### src/rtl/chat_pkg.sv
// Shared types and constants for the chat datapath arbiters.
package chat_pkg;

  localparam int unsigned UART_BYTE_W = 8;

  typedef enum logic [1:0] {
    ST_IDLE,
    ST_LOAD,
    ST_WAIT_BUSY_HIGH,
    ST_WAIT_TX
  } arb_state_t;

endpackage

### src/rtl/rr_pick.sv
// Combinational round-robin pick: first request searching upward from last_owner+1,
// wrapping modulo NUM_REQ.
module rr_pick #(
  parameter int unsigned NUM_REQ = 4,
  parameter int unsigned IDX_W   = (NUM_REQ > 1) ? $clog2(NUM_REQ) : 1
) (
  input  logic [NUM_REQ-1:0] req,
  input  logic [IDX_W-1:0]   last_owner,
  output logic [NUM_REQ-1:0] pick_oh,
  output logic [IDX_W-1:0]   pick_idx,
  output logic               pick_any
);

  logic [IDX_W-1:0] cand;

  always_comb begin
    pick_oh  = '0;
    pick_idx = '0;
    pick_any = 1'b0;
    cand     = '0;
    for (int unsigned i = 1; i <= NUM_REQ; i++) begin
      cand = IDX_W'((32'(last_owner) + i) % NUM_REQ);
      if (!pick_any && req[cand]) begin
        pick_any      = 1'b1;
        pick_oh[cand] = 1'b1;
        pick_idx      = cand;
      end
    end
  end

endmodule

### src/rtl/uart_tx_arbiter.sv
// Packet-granular round-robin sharing of one UART_TX between NUM_REQ byte streams,
// sequenced on the transmitter's tx_start/tx_busy handshake.
module uart_tx_arbiter
  import chat_pkg::*;
#(
  parameter int unsigned NUM_REQ      = 4,
  parameter int unsigned BUSY_TIMEOUT = 16
) (
  input  logic                           clk,
  input  logic                           rst,
  input  logic [NUM_REQ-1:0]             req_valid,
  input  logic [NUM_REQ*UART_BYTE_W-1:0] req_byte,
  input  logic [NUM_REQ-1:0]             req_last,
  output logic [NUM_REQ-1:0]             req_ready,
  output logic [NUM_REQ-1:0]             grant,
  output logic                           active,
  output logic                           tx_start,
  output logic [UART_BYTE_W-1:0]         tx_byte,
  input  logic                           tx_busy,
  output logic                           timeout_err
);

  localparam int unsigned IDX_W = (NUM_REQ > 1) ? $clog2(NUM_REQ) : 1;
  localparam int unsigned CNT_W = $clog2(BUSY_TIMEOUT + 1);

  arb_state_t             state;
  logic [IDX_W-1:0]       owner;
  logic [IDX_W-1:0]       last_owner;
  logic                   last_flag;
  logic [CNT_W-1:0]       busy_cnt;
  logic [NUM_REQ-1:0]     pick_oh;
  logic [IDX_W-1:0]       pick_idx;
  logic                   pick_any;
  logic                   xfer;
  logic [UART_BYTE_W-1:0] lane_byte [NUM_REQ];

  rr_pick #(
    .NUM_REQ (NUM_REQ),
    .IDX_W   (IDX_W)
  ) u_pick (
    .req        (req_valid),
    .last_owner (last_owner),
    .pick_oh    (pick_oh),
    .pick_idx   (pick_idx),
    .pick_any   (pick_any)
  );

  always_comb begin
    for (int unsigned i = 0; i < NUM_REQ; i++) begin
      lane_byte[i] = req_byte[i*UART_BYTE_W +: UART_BYTE_W];
    end
  end

  // grant is the registered one-hot of owner, so it doubles as the ready mask
  assign req_ready = (state == ST_LOAD && !tx_busy) ? grant : '0;
  assign xfer      = (state == ST_LOAD) && !tx_busy && req_valid[owner];

  always_ff @(posedge clk or posedge rst) begin
    if (rst) begin
      state       <= ST_IDLE;
      owner       <= '0;
      last_owner  <= IDX_W'(NUM_REQ - 1);
      last_flag   <= 1'b0;
      busy_cnt    <= '0;
      tx_start    <= 1'b0;
      tx_byte     <= '0;
      grant       <= '0;
      active      <= 1'b0;
      timeout_err <= 1'b0;
    end else begin
      tx_start    <= 1'b0;
      timeout_err <= 1'b0;
      case (state)
        ST_IDLE: begin
          if (pick_any) begin
            owner  <= pick_idx;
            grant  <= pick_oh;
            active <= 1'b1;
            state  <= ST_LOAD;
          end
        end
        ST_LOAD: begin
          if (xfer) begin
            tx_byte   <= lane_byte[owner];
            last_flag <= req_last[owner];
            tx_start  <= 1'b1;
            busy_cnt  <= '0;
            state     <= ST_WAIT_BUSY_HIGH;
          end
        end
        ST_WAIT_BUSY_HIGH: begin
          if (tx_busy) begin
            state <= ST_WAIT_TX;
          end else if (busy_cnt == CNT_W'(BUSY_TIMEOUT)) begin
            timeout_err <= 1'b1;
            grant       <= '0;
            active      <= 1'b0;
            last_owner  <= owner;
            state       <= ST_IDLE;
          end else begin
            busy_cnt <= busy_cnt + 1'b1;
          end
        end
        ST_WAIT_TX: begin
          if (!tx_busy) begin
            if (last_flag) begin
              grant      <= '0;
              active     <= 1'b0;
              last_owner <= owner;
              state      <= ST_IDLE;
            end else begin
              state <= ST_LOAD;
            end
          end
        end
        default: state <= ST_IDLE;
      endcase
    end
  end

endmodule
### config.mk
export PLATFORM = sky130hd
export DESIGN_NAME = uart_tx_arbiter
export DESIGN_NICKNAME = d
export VERILOG_FILES = /design/src/rtl/chat_pkg.sv /design/src/rtl/rr_pick.sv /design/src/rtl/uart_tx_arbiter.sv
export SDC_FILE = /design/constraint.sdc
export NUM_CORES = 1
export LEC_CHECK = 0
export ABC_AREA = 1
export BUFFER_PORTS_ARGS = -buffer_cell sky130_fd_sc_hd__clkbuf_2
export CELL_PAD_IN_SITES_DETAIL_PLACEMENT = 2
export CELL_PAD_IN_SITES_GLOBAL_PLACEMENT = 2
export CORE_ASPECT_RATIO = 0.75
export CORE_MARGIN = 2
export CORE_UTILIZATION = 29
export CTS_CLUSTER_DIAMETER = 80
export DETAILED_ROUTE_END_ITERATION = 8
export GPL_TIMING_DRIVEN = 0
export PLACE_DENSITY = 0.81
export RECOVER_POWER = 50
export SYNTH_ARGS = -nofsm -noshare
export SYNTH_HDL_FRONTEND = slang
export SYNTH_HIERARCHICAL = 1
export SYNTH_SLANG_ARGS = --single-unit
### constraint.sdc
create_clock -name clk -period 2.9 [get_ports clk]
set_input_delay 0.29 -clock clk [delete_from_list [all_inputs] [get_ports clk]]
set_output_delay 0.29 -clock clk [all_outputs]
set_load 0.005 [all_outputs]
## Word-level counts from Yosys, hierarchy flattened

Index checks and enable logic that the tools add are counted.

| operators by class | value |
|---|---|
| add/subtract/negate cells | 5 |
| $lt $le $gt $ge | 10 |
| equality and inequality tests | 12 |
| muxes and demuxes | 69 |
| bitwise gates (word level) | 4 |
| reduce and logical (&&, ||, !) cells | 23 |

Operators with widths:

| kind | count |
|---|---|
| $mux W4 | 10 |
| $mux W2 | 13 |
| $mux W1 | 25 |
| $bmux W8 S2 | 1 |
| $mux W8 | 2 |
| $lt A2 B3 Y1 const B | 5 |
| $mux W5 | 3 |
| $ne A2 B2 Y1 const B | 7 |
| $bmux W1 S2 | 6 |
| $or A4 B4 Y4 | 3 |
| $pmux W4 S3 | 1 |
| $pmux W5 S2 | 1 |
| $logic_and A1 B1 Y1 | 9 |
| $demux W1 S2 | 4 |
| $ge A2 B1 Y1 const B | 4 |
| $pmux W2 S4 | 1 |
| $reduce_and A4 Y1 | 2 |
| $reduce_and A6 Y1 | 1 |
| $add A5 B1 Y5 const B | 1 |
| $eq A5 B5 Y1 const B | 1 |
| $reduce_and A5 Y1 | 1 |
| $add A2 B1 Y2 const B | 2 |
| $add A2 B2 Y2 const B | 2 |
| $eq A2 B2 Y1 const B | 2 |
| 11 further kinds | 16 |

| storage, ports and cells | value |
|---|---|
| bits in registers | 27 |
| word-level logic and storage cells | 133 |

## Longest topological paths before layout

Gate-level depths: netlist of the first run.

| logic depth | value |
|---|---|
| depth in word-level cells | 15 |
| gate-level depth with buffers | 13 |

## Cells and area by module

The synthesis of the first run kept the hierarchy.

Modules (own cells, without submodules):

| module | instances | cells each | area an instance (um^2) | sequential area each (um^2) |
|---|---|---|---|---|
| uart_tx_arbiter | 1 | 224 | 1587.8 | 678.2 |
| rr_pick | 1 | 74 | 457.9 | 0.0 |

## Worst setup path after synthesis of the first run

Ideal clock, no wire load.

| timing path | value |
|---|---|
| kind | flip-flop to flip-flop |
| start | register last_owner[0] |
| end | register state[1] |
| library setup time | 0.117 ns |
| data arrival time | 1.711 ns |
| required time | 2.783 ns |
| setup slack | 1.072 ns |
| stages on the path, launching flop included | 12 |
| buffers on the path | 0 |
| period minus slack after synthesis | 1.828 ns |
| cells stage by stage | dfstp_2 > inv_2 > nand2_2 > nand2_2 > nor2_2 > nand4_1 > o21ai_0 > inv_1 > nand2_1 > inv_1 > nand3_1 > nand2_1 |

| between the ends | value |
|---|---|
| cells in the longest elaborated chain, start to end | 15 |
| elaborated cells on any way between the ends | 24 |
| classes of those cells | add/sub: 4; eq/ne: 1; mux: 12; reduce/logical: 7 |

Ends and longest elaborated chain:

| item | RTL line | text |
|---|---|---|
| start, declared | uart_tx_arbiter.sv:28 | `logic [IDX_W-1:0] last_owner;` |
| start signal, assigned | uart_tx_arbiter.sv:62 | `last_owner <= IDX_W'(NUM_REQ - 1);` |
| start signal, assigned | uart_tx_arbiter.sv:98 | `last_owner <= owner;` |
| start signal, assigned | uart_tx_arbiter.sv:109 | `last_owner <= owner;` |
| $add A2 B1 Y2 | rr_pick.sv:22 | `cand = IDX_W'((32'(last_owner) + i) % NUM_REQ);` |
| $bmux W1 S2 | rr_pick.sv:23 | `if (!pick_any && req[cand]) begin` |
| $mux W1 (not written as such) | rr_pick.sv:23 |  |
| $mux W1 | rr_pick.sv:23 |  |
| $logic_not A1 Y1 | rr_pick.sv:23 |  |
| $logic_and A1 B1 Y1 | rr_pick.sv:23 |  |
| $mux W1 | rr_pick.sv:23 |  |
| $logic_not A1 Y1 | rr_pick.sv:23 |  |
| $logic_and A1 B1 Y1 | rr_pick.sv:23 |  |
| $mux W1 | rr_pick.sv:23 |  |
| $logic_not A1 Y1 | rr_pick.sv:23 |  |
| $logic_and A1 B1 Y1 | rr_pick.sv:23 |  |
| $mux W1 (*) | rr_pick.sv:23 |  |
| net pick_any | uart_tx_arbiter.sv:33 | `logic pick_any;` |
| $ne A2 B2 Y1 (no line) (*) | - |  |
| $reduce_and A4 Y1 (no line) (*) | - |  |
| end signal, assigned | uart_tx_arbiter.sv:60 | `state <= ST_IDLE;` |
| end signal, assigned | uart_tx_arbiter.sv:79 | `state <= ST_LOAD;` |
| end signal, assigned | uart_tx_arbiter.sv:88 | `state <= ST_WAIT_BUSY_HIGH;` |
| end, declared | uart_tx_arbiter.sv:26 | `arb_state_t state;` |

The timed path passes the listed nets; every way through them passes the cells marked *. The select of a mux whose other input is x is not followed.
A chain may end at the register's enable or synchronous reset.

## Final worst setup path of the first run

Ends and elaborated chain as after synthesis.

==> results of run 1 <==
Yosys cell counts:
| cell type | instances | share of area |
|---|---|---|
| xnor2_1 | 1 | 0.0043 |
| a31oi_1 | 1 | 0.0031 |
| buf_6 | 1 | 0.0055 |
| nand2_1 | 82 | 0.15 |
| xor2_1 | 2 | 0.0086 |
| a21oi_2 | 1 | 0.0043 |
| nand2_2 | 8 | 0.024 |
| nor2_1 | 33 | 0.061 |
| nor2_2 | 3 | 0.0092 |
| nand3b_1 | 1 | 0.0037 |
| nor3_1 | 1 | 0.0024 |
| a21boi_0 | 4 | 0.015 |
| inv_1 | 29 | 0.053 |
| nand4_1 | 7 | 0.021 |
| nand3_1 | 33 | 0.081 |
| dfstp_2 | 2 | 0.026 |
| inv_2 | 4 | 0.0073 |
| nand3_2 | 1 | 0.0049 |
| nand2_4 | 2 | 0.011 |
| ha_1 | 10 | 0.061 |
| o22ai_1 | 9 | 0.028 |
| clkinv_8 | 1 | 0.0080 |
| clkbuf_1 | 4 | 0.0073 |
| o21ai_0 | 21 | 0.051 |
| nor2_8 | 1 | 0.0098 |
| a21oi_1 | 6 | 0.015 |
| dfrtp_1 | 25 | 0.31 |
| buf_2 | 2 | 0.0049 |
| nor2_4 | 2 | 0.011 |
| inv_4 | 1 | 0.0031 |
state kept, by name, summed over array words and instances (netlist names):
| register | flops |
|---|---|
| tx_byte | 8 |
| tx_start | 1 |
| last_owner | 2 |
| timeout_err | 1 |
| grant | 4 |
| active | 1 |
| owner | 2 |
| last_flag | 1 |
| state | 2 |
| busy_cnt | 5 |
worst min path at each step:
stage	to	from	slack, ps
6_report	busy_cnt[2]$_DFFE_PP0P_	rst	250
5_1_grt	timeout_err$_DFF_PP0_	tx_busy	310
4_1_cts	timeout_err$_DFF_PP0_	tx_busy	280
3_5_place_dp	tx_byte[1]$_DFFE_PP0P_	tx_byte[1]$_DFFE_PP0P_	470
3_3_place_gp	tx_byte[0]$_DFFE_PP0P_	tx_byte[0]$_DFFE_PP0P_	460
2_1_floorplan	active$_DFFE_PP0P_	rst	340
per-layer routing:
| metal | global-route usage | part of all wire |
|---|---|---|
| met5 | 0 | 0 |
| met4 | 0.0176 | 0.0027 |
| met3 | 0.0392 | 0.050 |
| met2 | 0.314 | 0.45 |
| met1 | 0.265 | 0.50 |
metrics by stage:
stage                     setup WS [ps]  hold slack (ps)  area, um^2  utilization  instances
after detailed placement            587              470        2460        0.360        443
after global placement              638              464        2460        0.360        443
after floorplan                    1070              341        2050            -        298
after global routing                351              311        2490        0.364        447
after CTS                           524              279        2500        0.366        447
final                               554              251        2490        0.364        447
layout make-up:
cell class	count	share of cell area
timing repair buffer	61	0.118
sequential	27	0.272
multi-input combinational	229	0.476
inverter	35	0.0588
clock buffer	4	0.0181
tap	84	0.0422
buffer	7	0.0146
power by group through the flow:
stage	combinational, mW	clock [mW]	sequential, mW
floorplan	1.21	0	0.647
global placement	1.65	0	0.675
detailed placement	1.75	0	0.683
CTS	1.76	0.238	0.679
global route	1.97	0.255	0.696
finish	1.72	0.226	0.672
logic make-up after synthesis:
family,synth area share
flops,0.331
buf+inv,0.0893
xor+xnor,0.0128
compound gates,0.116
simple gates,0.390
fa+ha+maj,0.0612
worst reg2reg max path: stages (launching register included):
cell and delay, ps:
dfstp_2 670, inv_2 150, nand2_2 100, nand2_2 70, nor2_2 280, nand4_1 320
o21ai_0 240, inv_1 80, nand2_1 70, inv_1 70, nand2_1 90, nand2_1 60
nand2_1 70
==> out/qor.csv, run 1 <==
stage;metric;value;unit
sta;maxSlewViolCount;0;
sta;clock-skew-final;6.07;ps
critical_path;cp.depth;12;
floorplanning;die_x;101;um
detailed_routing;viasPerCell;4.97;
global_route;grt_pass1_wl;11.9;mm
power;leakage;1.34;nW
critical_path;startpoint;last_owner[0]$_DFFE_PP1P_;
global_route;grtUsageTotal;0.190;
synthesis;ys_seq_area_frac;0.331;
global_route;grt_antenna_before_repair;0;
global_route;grt_pass1_vias;2461;
final_layout;final_cell_mix;nand2_1 (82), clkbuf_2 (52), nand3_1 (33), nor2_1 (33), inv_1 (29);
sta;rsz0062_at_grt;false;
critical_path;reg2reg_to;state[1]$_DFFE_PP0P_;
detailed_routing;via_count;2222;
min_path;min_path_type;in -> async;
final_layout;register_area;678;um^2
floorplanning;rows;26;
final_layout;layout.nets;417;
sta;setup_viol;0;
sta;worst_pin_slew;1080;ps
synthesis;synth_area;0.00205;mm^2
floorplanning;chipHeight;76.7;um
power;switching_share;0.548;
sta;slew_headroom;0.281;
final_layout;syn2layout_area_growth;21.7;%
global_route;overflow;0;
critical_path;r2r_setup_slack;550;ps
run;drv_cap;0;
critical_path;end_kind;flip-flop;
cts;clockRootBuffer;clkbuf_8;
detailed_routing;wl;7.01;mm
critical_path;cp.arrival;2560;ps
cts;clockBufferDepth;2;
critical_path;path_delay_family;simple AND/OR/NAND/NOR gates;
critical_path;crit_required;3120;ps
final_layout;fillers;854;
synthesis;syn_avg_cell_area;6.86;um^2
sta;fmax;426;MHz
final_layout;antenna_cells;0;
cts;h-tree-depth;1;
final_layout;final_common_cell;nand2_1;
cts;tritoncts;built;
critical_path;ff2ff_path_depth;12;
final_layout;layout-drive-gt1-share;0.231;
synthesis;yosys_warnings;6;
final_layout;multiInputGateArea;0.00118;mm^2
sta;hold_viol_final;0;
critical_path;cp_slowest_cell;dfstp_2;
synthesis;synth-seq-cells;27;
floorplanning;initial_core_util;0.299;
floorplanning;coreArea;0.00683;mm^2
cts;cts.sinks;27;
power;p_seq_frac;0.256;
cts;cts_buffers;3;
critical_path;path_cells;inv_2 -> nand2_2 -> nand2_2 -> nor2_2 -> nand4_1 -> o21ai_0 -> inv_1 -> nand2_1 -> inv_1 -> nand2_1 -> nand2_1 -> nand2_1;
detailed_routing;ant_nets;0;
cts;cts-resized-gates;0;
cts;clkLatencyLatePin;280;ps
power;combPwrFrac;0.657;
critical_path;reg2reg_from;last_owner[0]$_DFFE_PP1P_;
floorplanning;ioPinCount;62;
status;status;finished clean;
sta;min_period;2350;ps
detailed_routing;first_pass_iters;4;
synthesis;synth_nets;351;
synthesis;synth_cell_types;30;
power;clkPwrFrac;0.086;
place;numPortBuffers;61;
power;p_int;1.19;mW
sta;fin_tns_setup;0;ps
synthesis;synthCells;298;
place;place_congestion;0.763;
global_route;grt_max_degree;28;
critical_path;crit_end;state[1]$_DFFE_PP0P_;
cts;hold_buffers;0;
detailed_routing;drt-initial-drc-count;71;
power;p_total;2.62;mW
critical_path;crit_path_start_kind;flip-flop;
power;p_sw;1.44;mW
place;place.detailed.hpwl;5.60;mm
sta;fin_crit_sh;0.809;
power;p_per_area;1050;mW/mm^2
detailed_routing;drc;0;
power;max-vdd-ir-drop;0.333;mV
critical_path;crit_fanout;10;
critical_path;crit_buf_inv;3;
critical_path;path_common_cell;nand2_1;
detailed_routing;wire_per_inst;15.7;um
cts;path_clk_slew;100;ps
critical_path;path_class;reg -> reg;
cts;cts_setup_buffers;0;
critical_path;max_stage_delay;670;ps
floorplanning;design.die.area;0.00775;mm^2
No activity file was read; power rests on OpenSTA's default activity.
==> inputs of run 2 (changes only) <==
--- a/config.mk
+++ b/config.mk
@@ -11,11 +11,11 @@
 export CELL_PAD_IN_SITES_GLOBAL_PLACEMENT = 2
 export CORE_ASPECT_RATIO = 0.75
 export CORE_MARGIN = 2
-export CORE_UTILIZATION = 29
+export CORE_UTILIZATION = 27
 export CTS_CLUSTER_DIAMETER = 80
 export DETAILED_ROUTE_END_ITERATION = 8
 export GPL_TIMING_DRIVEN = 0
-export PLACE_DENSITY = 0.81
+export PLACE_DENSITY = 0.76
 export RECOVER_POWER = 50
 export SYNTH_ARGS = -nofsm -noshare
 export SYNTH_HDL_FRONTEND = slang
==> constraint.sdc (replaced) <==
create_clock -name clk -period 2.41 [get_ports clk]
set_input_delay 0.241 -clock clk [delete_from_list [all_inputs] [get_ports clk]]
set_output_delay 0.241 -clock clk [all_outputs]
set_load 0.005 [all_outputs]
==> run 2 against run 1 <==
Compared with the run above: critical path depth fell by 1; flip-flop and latch count stayed put; global-route usage down 0.95 points; sequential power up 21%; sequential share of layout area down 0.44 points; clock power is 23% higher; non-clock buffer count is 1 higher; register-to-register slack worse by 370 ps.
==> out/qor.csv, run 2 (synthesis results as in run 1) <==
stage;metric;value;unit
detailed_routing;ant_nets;0;
power;p_per_area;1250;mW/mm^2
global_route;grt_pass1_vias;2432;
global_route;grtUsageTotal;0.180;
floorplanning;rows;27;
final_layout;syn2layout_area_growth;23.7;%
detailed_routing;first_pass_iters;4;
global_route;grt_max_degree;28;
status;status;finished clean;
run;drv_cap;0;
cts;clockBufferDepth;2;
critical_path;crit_fanout;9;
critical_path;cp.arrival;2370;ps
final_layout;layout.nets;418;
detailed_routing;drt-initial-drc-count;40;
sta;slew_headroom;0.254;
sta;fmax;450;MHz
final_layout;reg_top3;tx_byte (8), busy_cnt (5), grant (4);
cts;tritoncts;built;
critical_path;crit_required;2550;ps
global_route;grt_antenna_before_repair;0;
final_layout;register_area;678;um^2
place;numPortBuffers;61;
cts;h-tree-depth;1;
final_layout;regMostFlops;tx_byte;
global_route;grt_pass1_wl;12.0;mm
floorplanning;initial_core_util;0.279;
cts;hold_buffers;0;
final_layout;final_common_cell;nand2_1;
cts;cts.sinks;27;
final_layout;multiInputGateArea;0.00119;mm^2
final_layout;antenna_cells;0;
cts;path_clk_slew;100;ps
power;max-vdd-ir-drop;0.330;mV
critical_path;ff2ff_path_depth;11;
cts;clkLatencyLatePin;280;ps
critical_path;r2r_setup_slack;190;ps
detailed_routing;wire_per_inst;15.2;um
sta;maxSlewViolCount;0;
cts;clockRootBuffer;clkbuf_8;
place;detailed_place.area;0.00248;mm^2
final_layout;fin_area;0.00253;mm^2
floorplanning;coreArea;0.00733;mm^2
floorplanning;chipHeight;79.4;um
sta;setup_viol;0;
floorplanning;design.die.area;0.00830;mm^2
final_layout;layout-drive-gt1-share;0.250;
min_path;min_path_type;in -> async;
critical_path;end_kind;flip-flop;
floorplanning;ioPinCount;62;
place;dpl.cell_count;460;
sta;worst_pin_slew;1120;ps
floorplanning;die_x;105;um
final_layout;fin_util;0.345;
sta;clock-skew-final;4.05;ps
cts;cts_buffers;3;
global_route;overflow;0;
final_layout;instances_no_fill;465;
place;place_congestion;0.800;
critical_path;path_class;reg -> reg;
detailed_routing;via_count;2224;
place;place.detailed.hpwl;5.59;mm
final_layout;largest_reg_flops;8;
sta;min_period;2220;ps
sta;hold_viol_final;0;
final_layout;fillers;964;
final_layout;final_cell_mix;nand2_1 (82), clkbuf_2 (58), nand3_1 (33), nor2_1 (33), inv_1 (29);
detailed_routing;wl;7.09;mm
detailed_routing;viasPerCell;4.78;
sta;setup_slack;186;ps
power;leakage;1.36;nW
detailed_routing;drc;0;
place;place_ws;60.1;ps
critical_path;crit_path_start_kind;flip-flop;
power;p_total;3.17;mW
sta;fin_crit_sh;0.923;
[run 2: routing by layer]
| metal | wire length (um) | track usage |
|---|---|---|
| met2 | 3230 | 0.307 |
| met5 | 0 | 0 |
| met3 | 443 | 0.0490 |
| met4 | 23 | 0.0243 |
| met1 | 3390 | 0.236 |
[run 2: critical path, cell delays in order (launching register included)]
cell	delay (ps)
dfstp_2	650
inv_1	190
ha_1	390
inv_1	100
nand2_2	150
nand2_2	80
inv_2	110
nand2_1	70
nor2_1	140
a21oi_2	40
nor2_1	100
a21oi_1	50
[run 2: through the flow]
step	hold slack [ps]	setup TNS, ps
after floorplan	292	0
after global placement	462	0
after detailed placement	476	0
after CTS	226	0
after global routing	237	-9.22
final	217	0
[run 2: repair_timing]
action	in CTS	in global routing
gates resized for setup	0	1
setup endpoints to repair	0	7
setup buffers	0	1
[run 2: cell type report]
cell class	instances	area share
multi-input combinational	229	0.470
sequential	27	0.268
timing repair buffer	62	0.122
inverter	35	0.0578
tap	101	0.0499
clock buffer	4	0.0178
buffer	7	0.0143
[run 2: where the power goes]
part / switching, mW / total (mW) / leakage [nW] / internal (mW)
Combinational: 1.39 / 2.08 / 0.995 / 0.685
Clock: 0.158 / 0.277 / 0.0228 / 0.119
Sequential: 0.174 / 0.811 / 0.343 / 0.637
Total: 1.72 / 3.17 / 1.36 / 1.44
[run 2: path summary, 6_finish.rpt]
check / endpoint / startpoint
worst min register to register: tx_byte[3]$_DFFE_PP0P_ / tx_byte[3]$_DFFE_PP0P_
worst min-delay path: busy_cnt[0]$_DFFE_PP0P_ / rst
min in group clk: timeout_err$_DFF_PP0_ / tx_busy
worst max register to register: owner[0]$_DFFE_PP0P_ / last_owner[1]$_DFFE_PP1P_
max in group asynchronous: grant[1]$_DFFE_PP0P_ / rst
worst max-delay path: owner[0]$_DFFE_PP0P_ / last_owner[1]$_DFFE_PP1P_
==> inputs of run 3 (changes only) <==
--- a/config.mk
+++ b/config.mk
@@ -6,16 +6,16 @@
 export NUM_CORES = 1
 export LEC_CHECK = 0
 export ABC_AREA = 1
-export BUFFER_PORTS_ARGS = -buffer_cell sky130_fd_sc_hd__clkbuf_2
 export CELL_PAD_IN_SITES_DETAIL_PLACEMENT = 2
 export CELL_PAD_IN_SITES_GLOBAL_PLACEMENT = 2
 export CORE_ASPECT_RATIO = 0.75
 export CORE_MARGIN = 2
-export CORE_UTILIZATION = 27
+export CORE_UTILIZATION = 33
 export CTS_CLUSTER_DIAMETER = 80
 export DETAILED_ROUTE_END_ITERATION = 8
+export DONT_BUFFER_PORTS = 1
 export GPL_TIMING_DRIVEN = 0
-export PLACE_DENSITY = 0.76
+export PLACE_DENSITY = 0.75
 export RECOVER_POWER = 50
 export SYNTH_ARGS = -nofsm -noshare
 export SYNTH_HDL_FRONTEND = slang
==> run 3 against run 2 <==
Compared with the run above: via count down 9.9%; count of clock-buffer cells in the layout fell by 1; core utilization up 3.4 points; clock skew decreased by 1.6 ps; flip-flop and latch count did not move; cell count shrank 17%; power shrank 3.3%; cell area fell by 12%; sequential share of layout area increased by 3.6 points; worst hold slack lost 190 ps; highest routed layer unchanged; critical path type unchanged.
==> out/qor.csv, run 3 (synthesis results as in run 1) <==
stage;metric;value;unit
status;status;finished clean;
sta;maxSlewViolCount;0;
critical_path;crit_path_start_kind;flip-flop;
sta;slew_headroom;0.300;
power;clkPwrFrac;0.086;
sta;rsz0062_at_grt;false;
final_layout;layout-drive-gt1-share;0.124;
power;p_total;3.06;mW
min_path;min_to;timeout_err$_DFF_PP0_;
cts;clkLatencyLatePin;270;ps
floorplanning;rows;24;
floorplanning;ioPinCount;62;
global_route;grt_pass1_vias;2047;
power;p_seq_frac;0.272;
critical_path;crit_required;2610;ps
final_layout;largest_reg_flops;8;
critical_path;cp.arrival;2410;ps
cts;clockRootBuffer;clkbuf_8;
floorplanning;chipHeight;72.2;um
run;drv_cap;0;
sta;worst_pin_slew;1050;ps
critical_path;reg2reg_to;owner[0]$_DFFE_PP0P_;
power;combPwrFrac;0.642;
cts;tritoncts;built;
final_layout;reg_top3;tx_byte (8), busy_cnt (5), grant (4);
global_route;grt_antenna_before_repair;0;
sta;fmax;454;MHz
detailed_routing;wl;6.25;mm
floorplanning;initial_core_util;0.348;
critical_path;path_class;reg -> reg;
min_path;hold_path_depth;1;
critical_path;reg2reg_from;last_owner[1]$_DFFE_PP1P_;
final_layout;fin_area;0.00223;mm^2
critical_path;ff2ff_path_depth;10;
floorplanning;coreArea;0.00589;mm^2
sta;setup_viol;0;
detailed_routing;first_pass_iters;4;
critical_path;r2r_setup_slack;210;ps
power;p_per_area;1370;mW/mm^2
cts;clockBufferDepth;2;
final_layout;final_cell_mix;nand2_1 (82), nand3_1 (33), nor2_1 (33), inv_1 (29), dfrtp_1 (25);
min_path;min_path_type;in -> reg;
detailed_routing;drc;0;
place;place_congestion;0.772;
sta;fin_tns_setup;0;ps
final_layout;final_common_cell;nand2_1;
cts;h-tree-depth;1;
power;leakage;1.13;nW
global_route;grt_max_degree;28;
place;numPortBuffers;0;
sta;min_period;2200;ps
min_path;min_from;tx_busy;
final_layout;regMostFlops;tx_byte;
power;p_int;1.40;mW
sta;hold_viol_final;0;
final_layout;layout.nets;361;
cts;cts.sinks;27;
final_layout;syn2layout_area_growth;9.11;%
detailed_routing;viasPerCell;5.20;
critical_path;end_kind;flip-flop;
cts;path_clk_slew;100;ps
detailed_routing;wire_per_inst;16.2;um
critical_path;startpoint;last_owner[1]$_DFFE_PP1P_;
place;place.detailed.hpwl;4.86;mm
floorplanning;die_x;94.9;um
global_route;grtUsageTotal;0.195;
power;p_sw;1.66;mW
place;detailed_place.area;0.00214;mm^2
sta;fin_crit_sh;0.915;
cts;cts_buffers;3;
power;max-vdd-ir-drop;0.431;mV
floorplanning;design.die.area;0.00685;mm^2
critical_path;crit_fanout;9;
detailed_routing;ant_nets;0;
detailed_routing;via_count;2003;
final_layout;antenna_cells;0;
sta;clock-skew-final;2.42;ps
power;switching_share;0.544;
global_route;overflow;0;
detailed_routing;drt-initial-drc-count;76;
global_route;grt_pass1_wl;10.6;mm
-- run 3: changes by cell type in the layout (fill, tap and decap cells not counted) --
cell and delta:
clkbuf_2 -58, o21ai_1 +1, clkbuf_1 -4, buf_4 +4
o21ai_0 -1, clkinv_2 +1
-- run 3: area by class of cell --
type                       count  area, um^2
buffer                         7        36.3
clock buffer                   3        41.3
clock inverter                 1        5.00
fill                         727        3650
inverter                      35         146
multi-input combinational    229        1190
sequential                    27         678
tap                           78        97.6
timing repair buffer           5        37.5
-- run 3: worst max-delay path: stages (launching register included) --
cell	delay (ps)
dfstp_2	650
inv_1	180
ha_1	370
inv_1	100
nand2_2	140
nand2_2	90
nor2_2	220
nor2_1	90
a21oi_2	120
nor2_1	50
a21oi_1	120
-- run 3: power by group through the flow --
stage	clock, mW	sequential [mW]	combinational [mW]
2_1_floorplan	0	0.779	1.46
3_3_place_gp	0	0.840	1.87
3_5_place_dp	0	0.849	1.92
4_1_cts	0.276	0.843	1.93
5_1_grt	0.293	0.865	2.28
6_report	0.264	0.831	1.97
-- run 3: what timing repair did --
item,4_1_cts,5_1_grt
hold buffers,0,0
resized for setup,0,2
buffers inserted,0,5
setup endpoints to repair,0,7
-- run 3: how the worst max path moves through the flow --
stage,end,slack (ps),cells after the start
5_1_grt,grant[1]$_DFFE_PP0P_,10,10
6_report,owner[0]$_DFFE_PP0P_,210,10
3_5_place_dp,state[0]$_DFFE_PP0P_,70,12
4_1_cts,state[0]$_DFFE_PP0P_,30,12
2_1_floorplan,state[1]$_DFFE_PP0P_,580,11
3_3_place_gp,grant[0]$_DFFE_PP0P_,140,10
-- run 3: stage by stage --
step	cells	hold WS (ps)	setup slack, ps	util
floorplan	298	292	582	-
global placement	376	316	135	0.364
detailed placement	376	320	68.0	0.364
CTS	380	16.9	28.3	0.372
global route	385	22.6	11.3	0.379
finish	385	24.9	205	0.379
-- run 3: metal layers --
metal	global-route usage	share of wire	vias up
li1	-	-	986
met1	0.282	0.49	958
met2	0.308	0.45	57
met3	0.0457	0.058	2
met4	0.0193	0.0037	0
met5	0	0	-
